[src/rtl/serial_addsub_if.sv]
// rtl/serial_addsub_if.sv - request/result bundle for the bit-serial adder/subtractor
interface serial_addsub_if #(
  parameter int WIDTH = 8
);
  logic             start;
  logic             sub;
  logic [WIDTH-1:0] a;
  logic [WIDTH-1:0] b;
  logic             busy;
  logic             done;
  logic [WIDTH-1:0] sum;
  logic             cout;
  logic             ovf;

  modport master (
    output start, sub, a, b,
    input  busy, done, sum, cout, ovf
  );

  modport slave (
    input  start, sub, a, b,
    output busy, done, sum, cout, ovf
  );
endinterface

[src/rtl/serial_addsub.sv]
// rtl/serial_addsub.sv - bit-serial add/subtract, one full-adder slice reused over WIDTH cycles
module serial_addsub #(
  parameter int WIDTH = 8
) (
  input logic           clk,
  input logic           rst_n,
  serial_addsub_if.slave bus
);
  localparam int CNT_W = $clog2(WIDTH + 1);

  typedef enum logic [1:0] {IDLE, RUN, DONE} state_t;

  state_t           state;
  logic [WIDTH-1:0] opa;
  logic [WIDTH-1:0] opb;
  logic [WIDTH-1:0] res;
  logic             carry;
  logic [CNT_W-1:0] cnt;
  logic             s_bit;
  logic             c_bit;

  assign s_bit = opa[0] ^ opb[0] ^ carry;
  assign c_bit = (opa[0] & opb[0]) | (opa[0] & carry) | (opb[0] & carry);

  always_ff @(posedge clk or negedge rst_n) begin
    if (!rst_n) begin
      state    <= IDLE;
      opa      <= '0;
      opb      <= '0;
      res      <= '0;
      carry    <= 1'b0;
      cnt      <= '0;
      bus.busy <= 1'b0;
      bus.done <= 1'b0;
      bus.sum  <= '0;
      bus.cout <= 1'b0;
      bus.ovf  <= 1'b0;
    end else begin
      case (state)
        IDLE: begin
          bus.done <= 1'b0;
          if (bus.start) begin
            // Subtraction is a + ~b + 1: invert b and seed the carry with 1.
            opa      <= bus.a;
            opb      <= bus.sub ? ~bus.b : bus.b;
            carry    <= bus.sub;
            cnt      <= '0;
            bus.busy <= 1'b1;
            state    <= RUN;
          end
        end
        RUN: begin
          res   <= {s_bit, res[WIDTH-1:1]};
          opa   <= opa >> 1;
          opb   <= opb >> 1;
          carry <= c_bit;
          cnt   <= cnt + 1'b1;
          if (cnt == CNT_W'(WIDTH - 1)) begin
            // carry still holds the carry into the MSB here; c_bit is the carry out.
            bus.sum  <= {s_bit, res[WIDTH-1:1]};
            bus.cout <= c_bit;
            bus.ovf  <= carry ^ c_bit;
            bus.busy <= 1'b0;
            bus.done <= 1'b1;
            state    <= DONE;
          end
        end
        DONE: begin
          bus.done <= 1'b0;
          state    <= IDLE;
        end
        default: begin
          bus.busy <= 1'b0;
          bus.done <= 1'b0;
          state    <= IDLE;
        end
      endcase
    end
  end
endmodule

[src/flat_wrapper.sv]
// flat-port wrapper written by rule: the top's interface ports become plain ports
module serial_addsub_flat 
#(
  parameter int WIDTH = 8
)
  (clk, rst_n, bus_start, bus_sub, bus_a, bus_b, bus_busy, bus_done, bus_sum, bus_cout, bus_ovf);
  serial_addsub_if #(.WIDTH(WIDTH)) bus_i ();
  input logic clk;
  input logic rst_n;
  input wire logic [$bits(bus_i.start)-1:0] bus_start;
  input wire logic [$bits(bus_i.sub)-1:0] bus_sub;
  input wire logic [$bits(bus_i.a)-1:0] bus_a;
  input wire logic [$bits(bus_i.b)-1:0] bus_b;
  output wire logic [$bits(bus_i.busy)-1:0] bus_busy;
  output wire logic [$bits(bus_i.done)-1:0] bus_done;
  output wire logic [$bits(bus_i.sum)-1:0] bus_sum;
  output wire logic [$bits(bus_i.cout)-1:0] bus_cout;
  output wire logic [$bits(bus_i.ovf)-1:0] bus_ovf;
  assign bus_i.start = bus_start;
  assign bus_i.sub = bus_sub;
  assign bus_i.a = bus_a;
  assign bus_i.b = bus_b;
  assign bus_busy = bus_i.busy;
  assign bus_done = bus_i.done;
  assign bus_sum = bus_i.sum;
  assign bus_cout = bus_i.cout;
  assign bus_ovf = bus_i.ovf;
  serial_addsub #(.WIDTH(WIDTH)) u_core (.clk(clk), .rst_n(rst_n), .bus(bus_i));
endmodule
[config.mk]
export PLATFORM = sky130hd
export DESIGN_NAME = serial_addsub_flat
export DESIGN_NICKNAME = d
export VERILOG_FILES = /design/src/rtl/serial_addsub_if.sv /design/src/rtl/serial_addsub.sv /design/src/flat_wrapper.sv
export SDC_FILE = /design/constraint.sdc
export NUM_CORES = 1
export LEC_CHECK = 0
export CAP_MARGIN = 20
export CORE_AREA = 4 4 64 66
export CTS_BUF_LIST = sky130_fd_sc_hd__clkbuf_8
export CTS_CLUSTER_DIAMETER = 40
export CTS_CLUSTER_SIZE = 16
export DETAILED_ROUTE_END_ITERATION = 10
export DIE_AREA = 0 0 68 70
export PLACE_DENSITY = 0.81
export SKIP_LAST_GASP = 1
export SLEW_MARGIN = 20
export SYNTH_ARGS = -nofsm -noshare
export SYNTH_HDL_FRONTEND = slang
export SYNTH_SLANG_ARGS = --single-unit
[constraint.sdc]
create_clock -name clk -period 4.8 [get_ports clk]
set_clock_uncertainty 0.1 [all_clocks]
set_input_delay 0.48 -clock clk [delete_from_list [all_inputs] [get_ports clk]]
set_output_delay 0.48 -clock clk [all_outputs]
set_load 0.01 [all_outputs]
# After elaboration in Yosys (flattened, before gate mapping)
# Cells that the tools add are included.
[classes]
eq_ne = 5
n_reduce_logical = 6
mul = 0
muxes = 17
bitwise = 10
div_mod_pow = 0
shifts = 0
n_lt_le_gt_ge = 0
n_addsub = 1
[ops]
columns = ["cell", "n"]
rows = [
  ["8-bit one-hot mux with 2 select lines", 2],
  ["8-bit two-way mux", 3],
  ["8-bit NOT", 1],
  ["4-bit one-hot mux with 2 select lines", 1],
  ["2-bit AND reduction", 3],
  ["1-bit two-way mux", 5],
  ["4-bit by 1-bit adder with 4-bit output (second input constant)", 1],
  ["4-bit by 3-bit equality test with 1-bit output (second input constant)", 1],
  ["2-bit two-way mux", 2],
  ["4-bit two-way mux", 1],
  ["2-bit one-hot mux with 2 select lines", 1],
  ["1-bit AND", 3],
  ["1-bit one-hot mux with 3 select lines", 1],
  ["3-bit AND reduction", 1],
  ["1-bit XOR", 3],
  ["2-bit by 1-bit equality test with 1-bit output (second input constant)", 1],
  ["2-bit equality test (second input constant)", 1],
  ["2-bit zero test", 1],
  ["2-bit by 1-bit inequality test with 1-bit output (second input constant)", 1],
  ["2-bit inequality test (second input constant)", 1],
  ["1-bit OR", 2],
  ["1-bit one-hot mux with 2 select lines", 1],
  ["2-bit nonzero test", 1],
  ["1-bit NOT", 1],
]
[word_totals]
output_inout_bits = 12
ff_bits = 43
mem_bits_ro = 0
mem_count = 0
ram_bits = 0
latch_bits = 0

# Depth between registers and ports, before layout
# Gate-level depths: netlist of run 1.
[logic_depth]
depth_word = 4
ltp_mapped = 5
ltp_nobuf = 4

# Worst setup path before layout of run 1
# No wires, ideal clock.
[synth_timing]
path_type = "register to register"
start = "register u_core.cnt[0]"
end = "register u_core.bus.cout"
arrival_time_ns = 1.374
path_stages_with_launch = 6
setup_time_ns = 0.125
slack_ns = 3.201
synth_period_minus_slack_ns = 1.599
required_ns = 4.575
path_buffers = 1
path_cell_list = "dfrtp_1 ha_1 and3b_4 and2_4 buf_12 mux2_4"
[synth_between]
elab_chain_len = 2
[synth_lines]
columns = ["element", "line_no", "source"]
rows = [
  ["start, declared", "serial_addsub.sv:18", "logic [CNT_W-1:0] cnt;"],
  ["start signal, assigned", "serial_addsub.sv:57", "cnt <= cnt + 1'b1;"],
  ["4-bit by 3-bit equality test with 1-bit output", "serial_addsub.sv:58", "if (cnt == CNT_W'(WIDTH - 1)) begin"],
  ["2-bit AND reduction (no source line)", "n/a", ""],
  ["end signal, assigned", "serial_addsub.sv:61", "bus.cout <= c_bit;"],
  ["end, declared", "serial_addsub_if.sv:22", "output busy, done, sum, cout, ovf"],
]
# No other way between the ends.
# A chain may end at the register's enable or synchronous reset.

# Worst setup path in the final report of run 1
[layout_timing]
start = "register u_core.state[0]"
end = "register u_core.bus.sum[0]"
[layout_between]
elab_chain_len = 2
[layout_lines]
columns = ["element", "line_no", "source"]
rows = [
  ["start, declared", "serial_addsub.sv:13", "state_t state;"],
  ["start signal, assigned", "serial_addsub.sv:27", "state <= IDLE;"],
  ["start signal, assigned", "serial_addsub.sv:49", "state <= RUN;"],
  ["start signal, assigned", "serial_addsub.sv:65", "state <= DONE;"],
  ["2-bit by 1-bit equality test with 1-bit output", "serial_addsub.sv:39", "case (state)"],
  ["2-bit AND reduction (no source line)", "n/a", ""],
  ["end signal, assigned", "serial_addsub.sv:60", "bus.sum <= {s_bit, res[WIDTH-1:1]};"],
  ["end, declared", "serial_addsub_if.sv:22", ""],
]
# No other way between the ends.

==> results of run 1 <==
==> worst max path at each step <==
stage	cells past startpoint	slack [ns]	startpoint	endpoint
after floorplan	5	3.20	u_core.cnt[0]	u_core.bus.cout
after global placement	3	2.71	u_core.state[0]	u_core.bus.sum[0]
after detailed placement	3	2.63	u_core.state[0]	u_core.bus.sum[0]
after CTS	3	2.63	u_core.state[0]	u_core.bus.sum[0]
after global routing	3	2.48	u_core.state[0]	u_core.bus.sum[0]
final	3	2.61	u_core.state[0]	u_core.bus.sum[0]
==> cells in the final DEF (no fill, tap or decap), types with 5 or more instances in the layout <==
| master | instances |
|---|---|
| a21oi_1 | 6 |
| a22oi_1 | 9 |
| clkbuf_8 | 5 |
| clkdlybuf4s50_1 | 30 |
| dfrtp_1 | 42 |
| mux2_4 | 8 |
| nand2_1 | 42 |
| o21ai_0 | 13 |
| o221ai_1 | 5 |
| xnor2_1 | 8 |
==> layout make-up <==
| class | instances | area [µm²] |
|---|---|---|
| Clock buffer | 5 | 68.8 |
| Inverter | 2 | 7.51 |
| Sequential cell | 42 | 1050 |
| Timing Repair Buffer | 31 | 305 |
| Tap cell | 48 | 60.1 |
| Fill cell | 288 | 1270 |
| Clock inverter | 3 | 37.5 |
| Multi-Input combinational cell | 120 | 781 |
==> registers in the layout, indices dropped and copies added (netlist names) <==
register         cells
u_core.bus.busy      1
u_core.bus.cout      1
u_core.bus.done      1
u_core.bus.ovf       1
u_core.bus.sum       8
u_core.carry         1
u_core.cnt           4
u_core.opa           8
u_core.opb           8
u_core.res           7
u_core.state         2
==> power groups by stage <==
stage	registers, mW	clock network (mW)	logic (mW)
final	0.629	0.271	0.493
after CTS	0.628	0.275	0.500
after global routing	0.646	0.287	0.554
after detailed placement	0.633	0	0.497
after global placement	0.621	0	0.480
after floorplan	0.600	0	0.353
==> critical path, cell delays in order (launching register included) <==
cell,delay [ns]
dfrtp_1,0.78
and2b_1,0.49
and2_4,0.35
mux2_2,0.35
==> kinds of logic after synthesis <==
kind of cell / count (synthesis) / synth area share (%)
buffers and inverters: 12 / 3.75
and+or+nand+nor: 62 / 14.9
adders and majority gates: 2 / 1.71
xor gates and xnor gates: 9 / 4.14
AOI/OAI and AO/OA: 38 / 13.3
DFF: 42 / 55.2
muxes: 9 / 6.90
==> layer usage <==
layer | share of wire, % | up-vias | track usage, %
met5 | 0 | - | 0
met4 | 1.3 | 0 | 5.30
li1 | - | 653 | -
met3 | 6.2 | 7 | 5.95
met2 | 48 | 46 | 26.0
met1 | 44 | 676 | 22.1
==> results list, run 1 <==
- The number of nets handed over by synthesis was 196.
- At the pin with the least slew margin, the transition time is 0.916 ns.
- After detailed placement, the design holds a cell count of 243.
- The share of synthesized area in the top cell type comes to 55.2%.
- At the end of routability-driven placement, the weighted congestion stood at 0.788.
- Of the total power, registers draw 45.2%.
- Hold repair after CTS inserted 0 buffers.
- Effective utilization at floorplan: 53.2%
- Type of the setup path with the least slack: reg -> reg
- The worst register-to-register path ends at u_core.bus.sum[0].
- Summing over every cut layer, the via total after detailed routing is 1,382.
- The number of max-slew violations in the final report is 0.
- The post-route netlist has 9.85% of its cells at a drive strength greater than 1.
- Once routing completed, OpenROAD measured the worst setup slack at 2.61 ns.
- Clock tree synthesis found a total of 42 sinks.
- Pre-antenna DRT Iters: 5
- CTS-repair resized insts: 0
- The number of antenna diodes in the final layout is 0.
- Clock Power Share: 19.4%
- Path category of the worst min-delay check: in -> async
- Combinational logic is responsible for 35.4% of the overall power.
- Counting along the longest clock path gives a buffer depth of 2.
- In this run the remaining antenna-violating nets after routing total 0.
- Counting I/O delays and the setup requirement, the final critical path takes 2.19 ns.
- Power Total: 1.39 mW
- Synth top area cells: dfrtp_1 (55%), nand2_1 (8.3%), mux2_4 (6.3%)
- P&R area growth vs syn: 21.4%
- Yosys synthesis warning count: 0
- In this run the register-to-register setup slack is 2.61 ns.
* Slew Limit Headroom: 39.0%
- Antenna violations before repair: 0
- Summed over all cells, the static leakage comes to 1.03 nW.
- Hold slack final: 0.209 ns
* Die Y: 70 µm
- The via count of the first global-routing pass is 1,289.
* Horizontal die dimension: 68 µm
- The biggest area contributor in the post-synthesis netlist is dfrtp_1.
- Flip-flop and latch count after synthesis: 42
* Commonest cells in the synthesized netlist: dfrtp_1 (42), nand2_1 (42), o21ai_0 (13), a22oi_1 (9)
- Via/cell ratio: 5.51
- Io pins: 32
* Power density over the cells: 602 nW/µm²
- For the final routed database, the setup TNS stands at 0 ns.
- Mean post-synth cell area: 10.9 µm²
* Placed wire-length estimate after detailed placement: 2510 µm
* Outcome: finished, final reports clean
* DRC Markers: 0
* Wire length of the first global-routing pass: 6090 µm
* CP max FO: 22
- Deepest level of the CTS H-tree: 2
- Clock tree synthesis inserted a total of 5 buffers.
- CTS tree: yes
- Setup violations remaining at the end of the flow were counted as 0.
* Overall fraction of global-route tracks in use: 16.9%
* Wire length per cell: 14.9 µm
- Post-layout net count: 224
- Layout Cells excl Fill: 251
- In this run the critical register-to-register path is launched from u_core.state[0].
- After detailed routing, the total wire length is 3740 µm.
- Setup crit start kind: register
* Number of hold violations in the final report: 0
* Maximum number of pins on one net before global-route repair: 43
- Setup repair after global routing left no endpoint under its margin.
- Achievable Freq: 458 MHz
- Clock Latency Late Sink: 0.30 ns
- With fillers left out, the area of the finished cells amounts to 2310 µm².
- Buffers added to address setup during post-CTS repair amount to 0.
- After layout, the worst path uses 45.5% of the clock period.
- Post-synth cell types: 33
* EDFF count, synth: 0
* VDD IR max: 0.306 mV
* First DRT Iteration DRCs: 72
* Critical Path AT: 2.28 ns
- Post-synth top flop: dfrtp_1
* Cell Area, Synth: 1900 µm²
* Site Rows: 22
- The worst setup path is captured at a register.
* Post-place setup slack: 2.63 ns
- Share of the yosys chip area belonging to registers: 55.2%
* Overflow after GRT: 0
* Sw Share: 34.4%
- Worst Reg-to-Reg Cells: 3
- P_int: 0.912 mW
- Count of port buffers added during placement: 31
- Clock root buffer: clkbuf_8
- The analysis attributes to net switching a power of 0.479 mW.
* Area after detailed placement: 2200 µm²
- Asr flop ratio synth: 100%
* Post-Syn Instances: 174
- Clk slew on worst S/H paths: 0.08 ns
* Utilization after layout: 64.6%
- Die footprint: 4760 µm²
* MaxCap Viol Count: 0
* Required time reported for the critical path endpoint: 4.89 ns
* Floorplan Core Area: 3580 µm²
Power figures use the tool's default switching activity.
==> run 2: changes to the inputs <==
- CORE_AREA: 4 4 64 66 -> 4 4 68 70
- DIE_AREA: 0 0 68 70 -> 0 0 72 74
- PLACE_DENSITY: 0.81 -> 0.75
- clock period: 4.8 -> 2 ns (I/O delays scaled with it)
==> run 2 against run 1 <==
Die area is 12% higher. Global-route usage decreased by 2.0 points. Fmax is 32% higher. Final cell count increased by 4.0%. Sequential share of layout area fell by 1.0 points. First-iteration DRC count grew 49%. Setup slack got worse by 2.3 ns.
==> results list, run 2 (same netlist as run 1, synthesis figures left out) <==
- The flow ran to the end, and the final reports show no timing, DRC or antenna violations.
- For the worst setup path, the data required time is 2.09 ns.
* Post-layout net count: 232
* Antenna diode count: 0
- Die footprint: 5330 µm²
* Vias after detailed routing: 1,367
- In this run the power density over the cells is 1410 nW/µm².
- The analysis attributes to cell leakage a power of 1.06 nW.
- The congestion estimate from routability-driven global placement came to 0.811.
- Antenna violations before repair: 0
- Maximum buffer depth of the clock tree: 2
* Placed wire-length estimate after detailed placement: 2470 µm
* Type of the setup path with the least slack: reg -> reg
- Commonest non-fill, non-tap cells in the layout: nand2_1 (42), dfrtp_1 (42), clkdlybuf4s50_1 (30)
* TritonCTS Sinks: 42
- Worst R2R Setup Slack: 0.35 ns
- Counting the buffers created by CTS gives 5.
- Clock Latency Late Sink: 0.29 ns
- Wire length of the first global-routing pass: 6160 µm
- Destination of the worst register-to-register timing path: u_core.bus.sum[0]
* Buffers inserted during post-CTS setup optimization: 0
- Clock tree synthesis selected as its root buffer the cell clkbuf_8.
* Setup violations, final: 0
- The critical path ends at u_core.bus.sum[0].
- The count of nets left with antenna violations once routing finished came out at 0.
- Beginning of the critical path: u_core.cnt[0]
- Via/cell ratio: 5.24
- In this run the count of I/O pins placed on the die edge is 32.
- Critical Path AT: 1.74 ns
* RSZ-0062 raised after global routing: no
- Overflow after GRT: 0
- Once the floorplan was initialized, standard cells occupied 47.9% of the core.
- Post-route setup TNS: 0 ns
- The area growth from synthesis to layout is 24.3%.
- R2R Path Start: u_core.cnt[0]
* Maximum number of pins on one net before global-route repair: 43
* Number of buffers inserted for hold repair after clock tree synthesis: 1
* Worst Reg-to-Reg Cells: 4
- In this run the number of H-tree levels came out at 2.
- Fin crit period: 1.65 ns
- Number of hold violations in the final report: 0
- Measured along the y axis, the die boundary spans 74 µm.
* CTS tree: yes
* Registers with the highest flip-flop counts: u_core.bus.sum (8), u_core.opa (8), u_core.opb (8)
* MaxCap Viol Count: 0
- Global routing consumed, over all layers together, 15.0% of the routing resources.
* Wire length per cell: 13.7 µm
- Worst Setup End Kind: register
* VDD IR max: 0.662 mV
- CTS-repair resized insts: 0
- The worst pin sits at a relative slew slack of 66.0%.
- The worst setup path is launched from a register.
- In this run the standard cell core region covers 3970 µm².
- First DRT Iteration DRCs: 107
- Post-route fraction of the period consumed by the critical path: 82.6%
- The count of buffers added on input and output ports is 31.
* Number of global-route vias before repair: 1,293
- Horizontal die dimension: 72 µm
- Utilization after layout: 59.5%
* Clk slew on worst S/H paths: 0.08 ns
- After detailed routing, the number of remaining DRC violations is 0.
* Layout cells sized above 1: 13.7%
- Timing would allow up to 605 MHz.
- Final hold analysis gives a worst-case slack of 0.389 ns.
* Final Max Slew Viols: 0
- In this run the worst path has a maximum fanout of 11.
- Pre-antenna DRT Iters: 4
- Row generation in the floorplan step produced 23 rows.
- The path class of the tightest hold or removal check is in -> async.
* Wire length reported by the detailed router: 3570 µm
* Actual slew at the worst max-slew pin: 0.509 ns
==> run 2: changes by cell type in the layout (fill, tap and decap cells not counted) <==
cell / delta
buf_4: +7
dlygate4sd3_1: +1
clkinv_2: +1
inv_1: -2
clkbuf_8: +1
bufinv_16: -1
clkinvlp_4: +1
==> run 2: how the worst min path moves through the flow <==
stage,start,end,depth (start not counted)
after floorplan,rst_n,u_core.bus.busy,0
after global placement,rst_n,u_core.bus.sum[1],2
after detailed placement,rst_n,u_core.bus.sum[2],2
after CTS,u_core.opb[3],u_core.opb[3],2
after global routing,u_core.res[1],u_core.res[1],2
final,rst_n,u_core.res[2],3
==> run 2: layer usage <==
layer | vias up | part of all wire (%) | GRT usage (%)
met5 | - | 0 | 0
met4 | 0 | 1.5 | 5.64
met3 | 7 | 5.7 | 4.05
met2 | 43 | 45 | 22.2
met1 | 650 | 48 | 21.0
li1 | 667 | - | -
==> run 2: through the flow <==
stage	setup slack [ns]	instance area, µm²	instances	total power [mW]
floorplan	0.401	1900	174	2.29
global placement	0.335	2260	252	2.73
detailed placement	0.252	2260	252	2.79
CTS	0.336	2360	261	3.37
global route	0.224	2360	261	3.60
finish	0.348	2360	261	3.33
==> run 2: final cells by class <==
cell class / instances / area, µm²
clock inverter: 2 / 12.5
inverter: 2 / 7.51
clock buffer: 6 / 82.6
multi-input combinational: 120 / 781
timing repair buffer: 39 / 368
tap: 50 / 62.6
sequential: 42 / 1050
fill: 349 / 1610
==> run 2: worst max-delay path, stage by stage, from the launching register on <==
cell     delay [ns]
dfrtp_1        0.39
ha_1           0.19
and3b_4        0.23
and2_4         0.27
mux2_2         0.35
==> run 2: power by group <==
group,internal [mW],leakage [nW],total [mW],switching (mW)
Clock,0.278,0.0472,0.573,0.296
Combinational,0.695,0.467,1.29,0.600
Sequential,1.19,0.542,1.46,0.267
==> run 3: changes to the inputs <==
- clock period: 2 -> 1.5 ns (I/O delays scaled with it)
==> run 3 against run 2 <==
Setup slack got worse by 0.33 ns. Via count increased by 5.1%. Design area increased by 9.0%. Critical path type unchanged. Highest routed layer unchanged.
==> results list, run 3 (same netlist as run 1, synthesis figures left out) <==
* CTS tree: yes
- The floorplan step defined a die boundary enclosing 5330 µm².
- Clock tree synthesis found a total of 42 sinks.
* P&R area growth vs syn: 35.4%
- Clk slew on worst S/H paths: 0.08 ns
- From left edge to right edge, the die measures 72 µm.
- Design area: 2580 µm²
- MaxCap Viol Count: 0
- Setup repair after global routing could not meet its margin everywhere.
* Clock root buffer: clkbuf_8
- The routed design has 3890 µm of wire.
- Layout cells sized above 1: 21.5%
- Antenna Nets Post-Route: 0
- After detailed placement, the total cell area comes to 2390 µm².
- The worst setup path is launched from a register.
* Final Max Slew Viols: 0
* Post-route fraction of the period consumed by the critical path: 98.6%
* Power density over the cells: 1950 nW/µm²
* Maximum number of pins on one net before global-route repair: 21
- Final GP Congestion: 0.793
* Actual slew at the worst max-slew pin: 0.464 ns
- The tightest min-delay check is of the in -> async type.
* Overall fraction of global-route tracks in use: 16.8%
- First DRT Iteration DRCs: 58
- Antenna violations before repair: 0
- Number of hold violations in the final report: 0
* Critical Path AT: 1.56 ns
* Number of buffers created by CTS: 5
- The worst setup path is captured at a register.
- DRC Markers: 0
- For the finished layout, the period the worst path requires is 1.48 ns.
* Outcome: finished, final reports clean
- Site Rows: 23
- Deepest level of the CTS H-tree: 2
* Effective utilization at floorplan: 47.9%
- Maximum buffer depth of the clock tree: 2
* Wire length per cell: 14.0 µm
* Antenna diode count: 0
- Setup violations, final: 0
- Vias after detailed routing: 1,437
- In the layout the commonest cells are nand2_1 (42), dfrtp_1 (42), clkdlybuf4s50_1 (28).
- VDD IR max: 0.806 mV
- Post-layout net count: 249
- Clock Latency Late Sink: 0.30 ns
- For this run the aggregate overflow at the end of global routing stands at 0.
- Detailed placement ended at an HPWL of 2780 µm.
- Io pins: 32
* Die Y: 74 µm
- Overall power consumption after layout is estimated at 5.04 mW.
- The largest registers in the layout are u_core.bus.sum (8), u_core.opa (8), u_core.opb (8).
- In the routed layout, each cell is associated on average with a via count of 5.17.
* Number of global-route vias before repair: 1,379
- Along the worst path, the maximum fanout reaches 6.
* Floorplan Core Area: 3970 µm²
* Wire length of the first global-routing pass: 6800 µm
* Required time reported for the critical path endpoint: 1.58 ns
- Slew Limit Headroom: 69.1%
* Count of port buffers added during placement: 31
- At the end of the flow the core is filled with cells to 64.9%.
* Leakage power: 1.19 nW
* Pre-antenna DRT Iters: 4
- The critical path is of the reg -> reg type.
- Static timing analysis puts the maximum clock frequency at 676 MHz.
* Post-route setup TNS: 0 ns
==> run 3: per-stage QoR <==
stage / instances / hold WS, ns / worst slack [ns]
after floorplan: 174 / -0.246 / -0.0594
after global placement: 266 / 0.0299 / -0.0394
after detailed placement: 266 / 0.0280 / -0.0802
final: 278 / 0.235 / 0.0206
after CTS: 278 / 0.245 / -0.00467
after global routing: 278 / 0.272 / -0.0554
==> run 3: power by group <==
part,switching [mW],internal (mW),total (mW)
registers,0.303,1.59,1.90
logic,0.936,1.14,2.07
clock network,0.397,0.667,1.06
total,1.64,3.40,5.04
==> run 3: path summary, 6_finish.rpt <==
check / start / to / slack, ns / cells past startpoint
max in group asynchronous: rst_n / u_core.bus.sum[2] / 0.59 / 3
worst max-delay path: u_core.cnt[1] / u_core.bus.sum[0] / 0.02 / 4
worst min register to register: u_core.res[1] / u_core.res[1] / 0.39 / 2
min in group clk: u_core.res[1] / u_core.res[1] / 0.39 / 2
worst min-delay path: rst_n / u_core.res[2] / 0.23 / 2
worst max register to register: u_core.cnt[1] / u_core.bus.sum[0] / 0.02 / 4
==> run 3: what timing repair did <==
action,CTS,global route
setup buffers,2,0
pin swaps,0,2
hold buffers,1,0
endpoints found under the hold margin,18,0
gates resized for setup,2,4
gates cloned,1,0
setup endpoints to repair,9,24
==> run 3: area by class of cell <==
class / instances / area, µm²
inverters: 2 / 7.51
repair buffers: 55 / 518
fillers: 328 / 1390
clock buffers: 5 / 68.8
well taps: 50 / 62.6
flip-flops and latches: 42 / 1050
clock inverters: 3 / 68.8
multi-input cells: 121 / 801
==> run 3: per-layer routing <==
metal,vias up,GRT usage (%),share of wire (%)
met5,-,0,0
met4,0,5.01,0.90
met3,4,5.27,5.9
met2,45,25.7,49
met1,683,23.0,44
li1,705,-,-
==> run 3: worst max-delay path, cell delays in order, from the launching register on <==
cell and delay, ns:
dfrtp_1 0.36, ha_2 0.18, and3b_4 0.20, and2_4 0.22, mux2_4 0.31
